### src/rtl/uart_tx_arbiter.sv
// Round-robin arbiter sharing one UART transmitter between NUM_REQ byte producers,
// with per-owner message locking (capped at MAX_BURST bytes) and a hung-transmitter watchdog.
module uart_tx_arbiter #(
  parameter int NUM_REQ      = 4,
  parameter int MAX_BURST    = 16,
  parameter int TIMEOUT_CLKS = 125004
) (
  input  logic                       clk,
  input  logic                       i_rst_n,
  input  logic [NUM_REQ-1:0]         i_req,
  input  logic [NUM_REQ-1:0]         i_lock,
  input  logic [8*NUM_REQ-1:0]       i_data,
  output logic [NUM_REQ-1:0]         o_ack,
  output logic [$clog2(NUM_REQ)-1:0] o_owner,
  output logic                       o_tx_start,
  output logic [7:0]                 o_tx_byte,
  input  logic                       i_tx_active,
  input  logic                       i_tx_done,
  output logic                       o_busy,
  output logic                       o_timeout
);

  localparam int OWN_W   = $clog2(NUM_REQ);
  localparam int BURST_W = (MAX_BURST > 1) ? $clog2(MAX_BURST) : 1;
  localparam int WD_W    = $clog2(TIMEOUT_CLKS + 1);
  localparam logic [BURST_W-1:0] BURST_LAST = BURST_W'(MAX_BURST - 1);
  localparam logic [WD_W-1:0]    WD_LAST    = WD_W'(TIMEOUT_CLKS - 1);

  typedef enum logic [1:0] {IDLE, ISSUE, WAIT_DONE} state_t;

  state_t             state_q, state_d;
  logic [OWN_W-1:0]   owner_q, owner_d;
  logic [7:0]         byte_q, byte_d;
  logic [BURST_W-1:0] burst_q, burst_d;
  logic [WD_W-1:0]    wd_q, wd_d;
  logic               timeout_q, timeout_d;
  logic [NUM_REQ-1:0] ack_c;
  logic [7:0]         data_arr [NUM_REQ];
  logic               win_found;
  logic [OWN_W-1:0]   win_idx;
  logic [OWN_W-1:0]   cand;

  for (genvar g = 0; g < NUM_REQ; g++) begin : g_slice
    assign data_arr[g] = i_data[8*g +: 8];
  end

  // Search starts just after the last owner so every requester gets a turn.
  always_comb begin
    win_found = 1'b0;
    win_idx   = '0;
    cand      = '0;
    for (int i = 1; i <= NUM_REQ; i++) begin
      cand = OWN_W'((int'(owner_q) + i) % NUM_REQ);
      if (!win_found && i_req[cand]) begin
        win_found = 1'b1;
        win_idx   = cand;
      end
    end
  end

  always_comb begin
    state_d   = state_q;
    owner_d   = owner_q;
    byte_d    = byte_q;
    burst_d   = burst_q;
    wd_d      = wd_q;
    timeout_d = timeout_q;
    ack_c     = '0;
    case (state_q)
      IDLE: begin
        if (win_found && !i_tx_active) begin
          owner_d        = win_idx;
          byte_d         = data_arr[win_idx];
          ack_c[win_idx] = 1'b1;
          burst_d        = '0;
          state_d        = ISSUE;
        end
      end
      ISSUE: begin
        wd_d    = '0;
        state_d = WAIT_DONE;
      end
      WAIT_DONE: begin
        wd_d = wd_q + 1'b1;
        if (i_tx_done) begin
          if (i_lock[owner_q] && i_req[owner_q] && (burst_q < BURST_LAST)) begin
            byte_d         = data_arr[owner_q];
            ack_c[owner_q] = 1'b1;
            burst_d        = burst_q + 1'b1;
            state_d        = ISSUE;
          end else begin
            state_d = IDLE;
          end
        end else if (wd_q == WD_LAST) begin
          timeout_d = 1'b1;
          state_d   = IDLE;
        end
      end
      default: state_d = IDLE;
    endcase
  end

  always_ff @(posedge clk or negedge i_rst_n) begin
    if (!i_rst_n) begin
      state_q   <= IDLE;
      owner_q   <= OWN_W'(NUM_REQ - 1);
      byte_q    <= '0;
      burst_q   <= '0;
      wd_q      <= '0;
      timeout_q <= 1'b0;
    end else begin
      state_q   <= state_d;
      owner_q   <= owner_d;
      byte_q    <= byte_d;
      burst_q   <= burst_d;
      wd_q      <= wd_d;
      timeout_q <= timeout_d;
    end
  end

  // Ack is a same-cycle grant; masking with reset keeps it low while reset is held.
  assign o_ack      = ack_c & {NUM_REQ{i_rst_n}};
  assign o_owner    = owner_q;
  assign o_tx_start = (state_q == ISSUE);
  assign o_tx_byte  = byte_q;
  assign o_busy     = (state_q != IDLE);
  assign o_timeout  = timeout_q;

endmodule

### config.mk
export PLATFORM = sky130hd
export DESIGN_NAME = uart_tx_arbiter
export DESIGN_NICKNAME = d
export VERILOG_FILES = /design/src/rtl/uart_tx_arbiter.sv
export SDC_FILE = /design/constraint.sdc
export NUM_CORES = 1
export LEC_CHECK = 0
export CAP_MARGIN = 10
export CORE_UTILIZATION = 46
export DETAILED_ROUTE_END_ITERATION = 8
export GPL_ROUTABILITY_DRIVEN = 0
export PLACE_DENSITY_LB_ADDON = 0.15
export SKIP_LAST_GASP = 1
export SYNTH_ARGS = -nofsm -noshare
export SYNTH_HDL_FRONTEND = slang
export SYNTH_SLANG_ARGS = --single-unit
### constraint.sdc
create_clock -name clk -period 3.4 [get_ports clk]
set_input_delay 0.51 -clock clk [delete_from_list [all_inputs] [get_ports clk]]
set_output_delay 0.51 -clock clk [all_outputs]
set_load 0.005 [all_outputs]
-- Word level (Yosys, flattened, before mapping)
Index checks and enable logic that the tools add are counted.
- register bits after elaboration: 34
- bits of input ports: 44
- output and inout bits: 17
- logic and storage cells: 102
- add/sub/neg operators: 6
- order comparisons: 11
- eq/ne operators: 7
- mux-type cells: 48
- bitwise operators: 4
- reductions and logical operators: 20
- operators with widths (kind ; number):
    $mux W8 ; 7
    $pmux W17 S2 ; 1
    $bmux W8 S2 ; 2
    $mux W4 ; 6
    $lt A2 B3 Y1 const B ; 6
    $add A17 B1 Y17 const B ; 1
    $eq A17 B17 Y1 const B ; 1
    $pmux W4 S2 ; 2
    $pmux W8 S2 ; 1
    $mux W2 ; 7
    $mux W1 ; 13
    $bmux W1 S2 ; 6
    $logic_and A1 B1 Y1 ; 8
    $ge A3 B3 Y1 const B ; 2
    $ne A2 B2 Y1 const B ; 3
    $not A2 Y3 ; 2
    $pmux W2 S3 ; 1
    $reduce_bool A2 Y1 ; 3
    $add A2 B1 Y2 const B ; 2
    $add A2 B2 Y2 const B ; 2
    $add A4 B1 Y4 const B ; 1
    $and A4 B4 Y4 ; 1
    $demux W1 S2 ; 2
    $ge A2 B1 Y1 const B ; 2
    10 further kinds ; 14

-- Depth between registers and ports, before layout
- word-level depth: 20
- mapped depth: 12

-- Worst setup path after synthesis
No wires, ideal clock.
- path kind: register to output
- start: register owner_q[0], in the netlist o_owner[0]
- end: output o_ack[2]
- data arrival time: 2.736 ns
- data required time: 2.890 ns
- slack: 0.154 ns
- cell stages (with the launch flop): 13
- cell sequence: dfstp_2 -> buf_6 -> inv_1 -> ha_1 -> buf_2 -> mux4_1 -> nor2b_1 -> o21ai_2 -> and2_1 -> buf_2 -> buf_2 -> a32oi_1 -> nor2_1
- cells in the longest elaborated chain, start to end: 20
- elaborated cells between the ends (all ways): 48
- those cells by class: add/sub: 4; order compare: 4; mux: 28; bitwise: 1; reduce/logical: 11
- ends and longest elaborated chain (what ; RTL line ; source):
    from (decl) ; 32 ; logic [OWN_W-1:0] owner_q, owner_d;
    from (signal assigned) ; 106 ; owner_q <= OWN_W'(NUM_REQ - 1);
    from (signal assigned) ; 113 ; owner_q <= owner_d;
    $add A2 B1 Y2 ; 53 ; cand = OWN_W'((int'(owner_q) + i) % NUM_REQ);
    $bmux W1 S2 ; 54 ; if (!win_found && i_req[cand]) begin
    $mux W1 (not written as such) ; 54 ;
    $mux W1 ; 54 ;
    $logic_not A1 Y1 ; 54 ;
    $logic_and A1 B1 Y1 ; 54 ;
    $mux W1 ; 54 ;
    $logic_not A1 Y1 ; 54 ;
    [4 not listed] ; -- ;
    $mux W2 ; 54 ;
    $lt A2 B3 Y1 (not written as such) or $ge A2 B1 Y1 (tied branches) ; 74 ; ack_c[win_idx] = 1'b1;
    $logic_and A1 B1 Y1 (not written as such) ; 74 ;
    $mux W1 (not written as such) ; 74 ;
    $demux W1 S2 ; 74 ;
    $mux W4 ; 71 ; if (win_found && !i_tx_active) begin
    $pmux W4 S2 * ; 69 ; case (state_q)
    $and A4 B4 Y4 * ; 122 ; assign o_ack = ack_c & {NUM_REQ{i_rst_n}};
    to (decl) ; 13 ; output logic [NUM_REQ-1:0] o_ack,
Every way passes the cells marked *; elsewhere a longest branch is shown, timed or not. The select of a mux whose other input is x is not followed.

-- Worst setup path in the final report
- start: register owner_q[0], in the netlist o_owner[0]
- end: output o_ack[0]
The elaborated chain is that of the path after synthesis.

==> results summary <==
The detailed router's first-iteration violation count came out at 91. The number of pins with negative max-slew slack in the final report came out at 0. The total of fill cells in the finished design came out at 461. The final wirelength came out at 7070 microns. Setup repair after global routing could not meet its margin everywhere. The cell sitting at the root of the clock tree is a sky130_fd_sc_hd__clkbuf_8. The cell area after synthesis is 0.00266 sq mm.

The synthesized instance count is 276. The flow ran to the end, but the final reports show violations. The final critical delay including setup and external delays came out at 3.40 ns. In the post-synthesis netlist, the cell with the most instances is sky130_fd_sc_hd__dfrtp_1. The share of the core filled with cells in the final layout is 0.664. The master of the slowest instance on the critical path is sky130_fd_sc_hd__or4_4.

The met3 routed wirelength came out at 298 microns. The number of ports placed on the die boundary came out at 61. The unique cell type count in the Yosys netlist came out at 46. The area growth from synthesis to layout is 38.4%. The number of nets in the final layout is 412. The static power due to leakage is 1.54 nW. In the synthesized netlist the dominant register cell turns out to be sky130_fd_sc_hd__dfrtp_1. TritonCTS built the clock tree. Ranked by total cell area, the synthesized netlist is headed by sky130_fd_sc_hd__dfrtp_1, sky130_fd_sc_hd__mux4_2, sky130_fd_sc_hd__a211oi_1, sky130_fd_sc_hd__ha_1, sky130_fd_sc_hd__mux2i_1. Setup slack on the critical path of the routed design comes to -0.00410 ns.

The worst reg-to-reg setup slack came out at 0.50 ns. The classification of the worst-slack hold path is reg2reg. The horizontal extent of the die came out at 78.0 microns. The detailed-route wire length on metal 1 came out at 3120 microns. The maximum clock rate came out at 0.294 GHz. The number of nets with antenna violations after detailed routing is 0. The critical path is of the reg2out type. The detailed router placed 2,466 vias in this run.

The wire length on met2 is 3550 microns. Synthesis inferred 34 register bits. The die footprint is 0.00609 sq mm. The clock input transition at the sequential cells of the worst setup and hold paths came out at 0.07 ns. Of the total synthesized cell area, the portion taken by AND, OR, NAND and NOR gates is 0.168.

The per-cell routed wire length is 16.4 microns. The warning count from the yosys run is 0. In this run the deepest clock path goes through 2 buffers. Data arrives at the worst endpoint at 2.89 ns. The maximum level of the CTS H-tree came out at 2. The highest net fanout along the worst path is 7. The detail-routed via count per cell is 5.72. The synthesized design contains 0 enable-type register cells. The combinational family with the most area after synthesis is compound AO/OA/AOI/OAI gates. The setup total negative slack is -0.00410 ns.

Of all flip-flops after synthesis, the portion carrying an async set or reset was 1.00. The checks that failed: setup timing. The count of clock tree sinks came out at 34. The number of antenna violations at the first check in global routing is 0. The final critical-path share of the clock period came out at 1.00.

The number of failing setup endpoints in the final timing report is 1. The half-perimeter wire length after placement is 4980 microns. The critical path endpoint category is a primary output. The synthesized design spends more area on one cell type than any other, namely sky130_fd_sc_hd__dfrtp_1. The tightest slew margin relative to the limit came out at 0.437. After detailed routing, the number of remaining DRC violations is 0. The area of the placeable core came out at 0.00554 sq mm. The pin slew with the least headroom to its limit came out at 0.843 ns. The maximum cell stage delay along the critical path is 0.54 ns. STA classifies the critical path startpoint as a flip-flop. The total routing resource utilization after global routing came out at 0.235. Total power for the finished layout comes to 3.11 mW. The clock latency of the later-clocked register in the worst-skew pair is 0.28 ns.

The count of endpoints failing hold in the final timing report was 0. The proportion of netlist area held by the largest area contributor is 0.301. Measured against the total synthesized area, the mux share comes to 0.162. The required time of the worst setup path is 2.89 ns. Of the total synthesized cell area, the portion taken by full adders, half adders and majority gates is 0.0471. The share of the Yosys chip area taken by registers is 0.321. Across the run, the number of max-cap violations was 0. The worst setup slack after placement came out at -0.187 ns. In the synthesized netlist, the cells that appear most often are sky130_fd_sc_hd__dfrtp_1, sky130_fd_sc_hd__nor2_1, sky130_fd_sc_hd__a211oi_1, sky130_fd_sc_hd__o21ai_0, sky130_fd_sc_hd__nand2_1. Counting the buffers created by CTS gives 5. The number of buffers inserted for hold repair after clock tree synthesis is 0. Routed signal wires occupy layers up through met4.

The clock tree skew after final layout came out at 0.00425 ns. The fraction of the mapped netlist area in compound gates came out at 0.221. The number of global-route vias before repair is 2,456.

The post-synth net total came out at 330. Entering global routing, the biggest net connects 35 pins. 0 antenna diodes ended up in the layout. The first TritonRoute pass finished after 4 iterations. The worst ir drop on vdd is 0.508 mV. The per-instance average area after synthesis is 9.63 sq um. The power per cell area came out at 844 mW/mm^2. The area share of xor/xnor cells in the synthesized design came out at 0.0395. The leftover overflow at the end of global routing is 0. The first global-routing pass estimated 11,400 microns of wire. The proportion of layout cells with a drive suffix above 1 came out at 0.195. The critical path goes through inv_1 -> ha_4 -> mux2i_4 -> mux2i_2 -> or4_4 -> o31a_1 -> buf_4 -> a32oi_1 -> nor2_1 -> dlymetal6s2s_1.

The y dimension of the die is 78.0 microns. Input and output buffers added on the ports amount to 60. The floorplan row count is 27. The initial utilization of the core area, before any placement, comes to 0.480.
-- critical path, delay by kind of cell (launching register included) --
family                     cells  cell delay [ns]
and+or+nand+nor                2             0.64
DFF                            1             0.53
buffers and inverters          3             0.42
muxes                          2             0.37
adders and majority gates      1             0.34
AOI/OAI and AO/OA              2             0.32
-- placed cells by master, fill, tap and decap left out, types with 4 or more instances in the layout --
| cell | Yosys | final |
|---|---|---|
| sky130_fd_sc_hd__o31ai_1 | 10 | 10 |
| sky130_fd_sc_hd__a211oi_1 | 17 | 16 |
| sky130_fd_sc_hd__a21boi_0 | 13 | 13 |
| sky130_fd_sc_hd__mux2i_1 | 12 | 9 |
| sky130_fd_sc_hd__nand3_1 | 15 | 15 |
| sky130_fd_sc_hd__o21ai_0 | 17 | 17 |
| sky130_fd_sc_hd__mux4_2 | 10 | 11 |
| sky130_fd_sc_hd__dfrtp_1 | 32 | 32 |
| sky130_fd_sc_hd__inv_1 | 10 | 10 |
| sky130_fd_sc_hd__ha_1 | 10 | 9 |
| sky130_fd_sc_hd__nor3_1 | 5 | 5 |
| sky130_fd_sc_hd__xor2_1 | 9 | 9 |
| sky130_fd_sc_hd__buf_4 | 0 | 28 |
| sky130_fd_sc_hd__and2_1 | 10 | 10 |
| sky130_fd_sc_hd__nor2_1 | 21 | 21 |
| sky130_fd_sc_hd__nor2b_1 | 6 | 5 |
| sky130_fd_sc_hd__nand2_1 | 16 | 16 |
| sky130_fd_sc_hd__clkdlybuf4s50_1 | 0 | 56 |
| sky130_fd_sc_hd__nand4_1 | 4 | 4 |
| sky130_fd_sc_hd__clkbuf_8 | 0 | 6 |
| sky130_fd_sc_hd__a32oi_1 | 4 | 4 |
-- sequential cells by signal (all words and copies together), names as in the netlist --
name,count
o_tx_byte,8
wd_q,17
o_owner,2
state_q,2
o_timeout,1
burst_q,4
-- per-stage QoR --
stage | hold slack, ns | instances | cell area, sq um
after CTS | 0.471 | 427 | 3600
after global routing | 0.511 | 431 | 3680
after floorplan | 0.214 | 276 | 2660
after global placement | 0.450 | 418 | 3460
final | 0.464 | 431 | 3680
after detailed placement | 0.455 | 418 | 3460
-- routing by layer --
metal  vias up  track usage
met4         0       0.0593
met5         -            0
li1       1196            -
met2        75        0.417
met3        10       0.0419
met1      1185        0.296
-- what timing repair did --
item	4_1_cts	5_1_grt
gates cloned	0	1
gates resized for setup	10	12
buffers inserted	1	3
pin swaps	2	8
setup endpoints to repair	4	4
-- worst paths after layout --
kind / end / cells past startpoint / start
worst max-delay path: o_ack[0] / 10 / o_owner[0]
worst min-delay path: o_timeout / 2 / o_timeout
worst max register to register: o_tx_byte[0] / 11 / o_owner[0]
worst min register to register: o_timeout / 2 / o_timeout
max in group asynchronous: o_owner[0] / 2 / i_rst_n
min in group asynchronous: wd_q[2] / 2 / i_rst_n
-- power breakdown --
group          internal, mW  switching, mW  total [mW]
Sequential            0.499         0.0580       0.557
Clock                 0.163          0.145       0.308
Combinational          1.10           1.14        2.24
-- cell type report --
type	instances	area, sq um	share of cell area
clock buffers	7	86.3	0.0235
clock inverters	1	5.00	0.00136
inverters	10	37.5	0.0102
multi-input cells	217	1750	0.475
flip-flops and latches	34	853	0.232
well taps	72	90.1	0.0245
repair buffers	90	858	0.233
-- cells by family (layout without fill, tap and decap cells) --
kind of cell,Yosys count,after routing
muxes,27,27
adders and majority gates,10,10
buffers and inverters,25,108
xor gates and xnor gates,12,12
and+or+nand+nor,89,89
DFF,34,34
AOI/OAI and AO/OA,79,79
No activity file was read; power rests on OpenSTA's default activity.
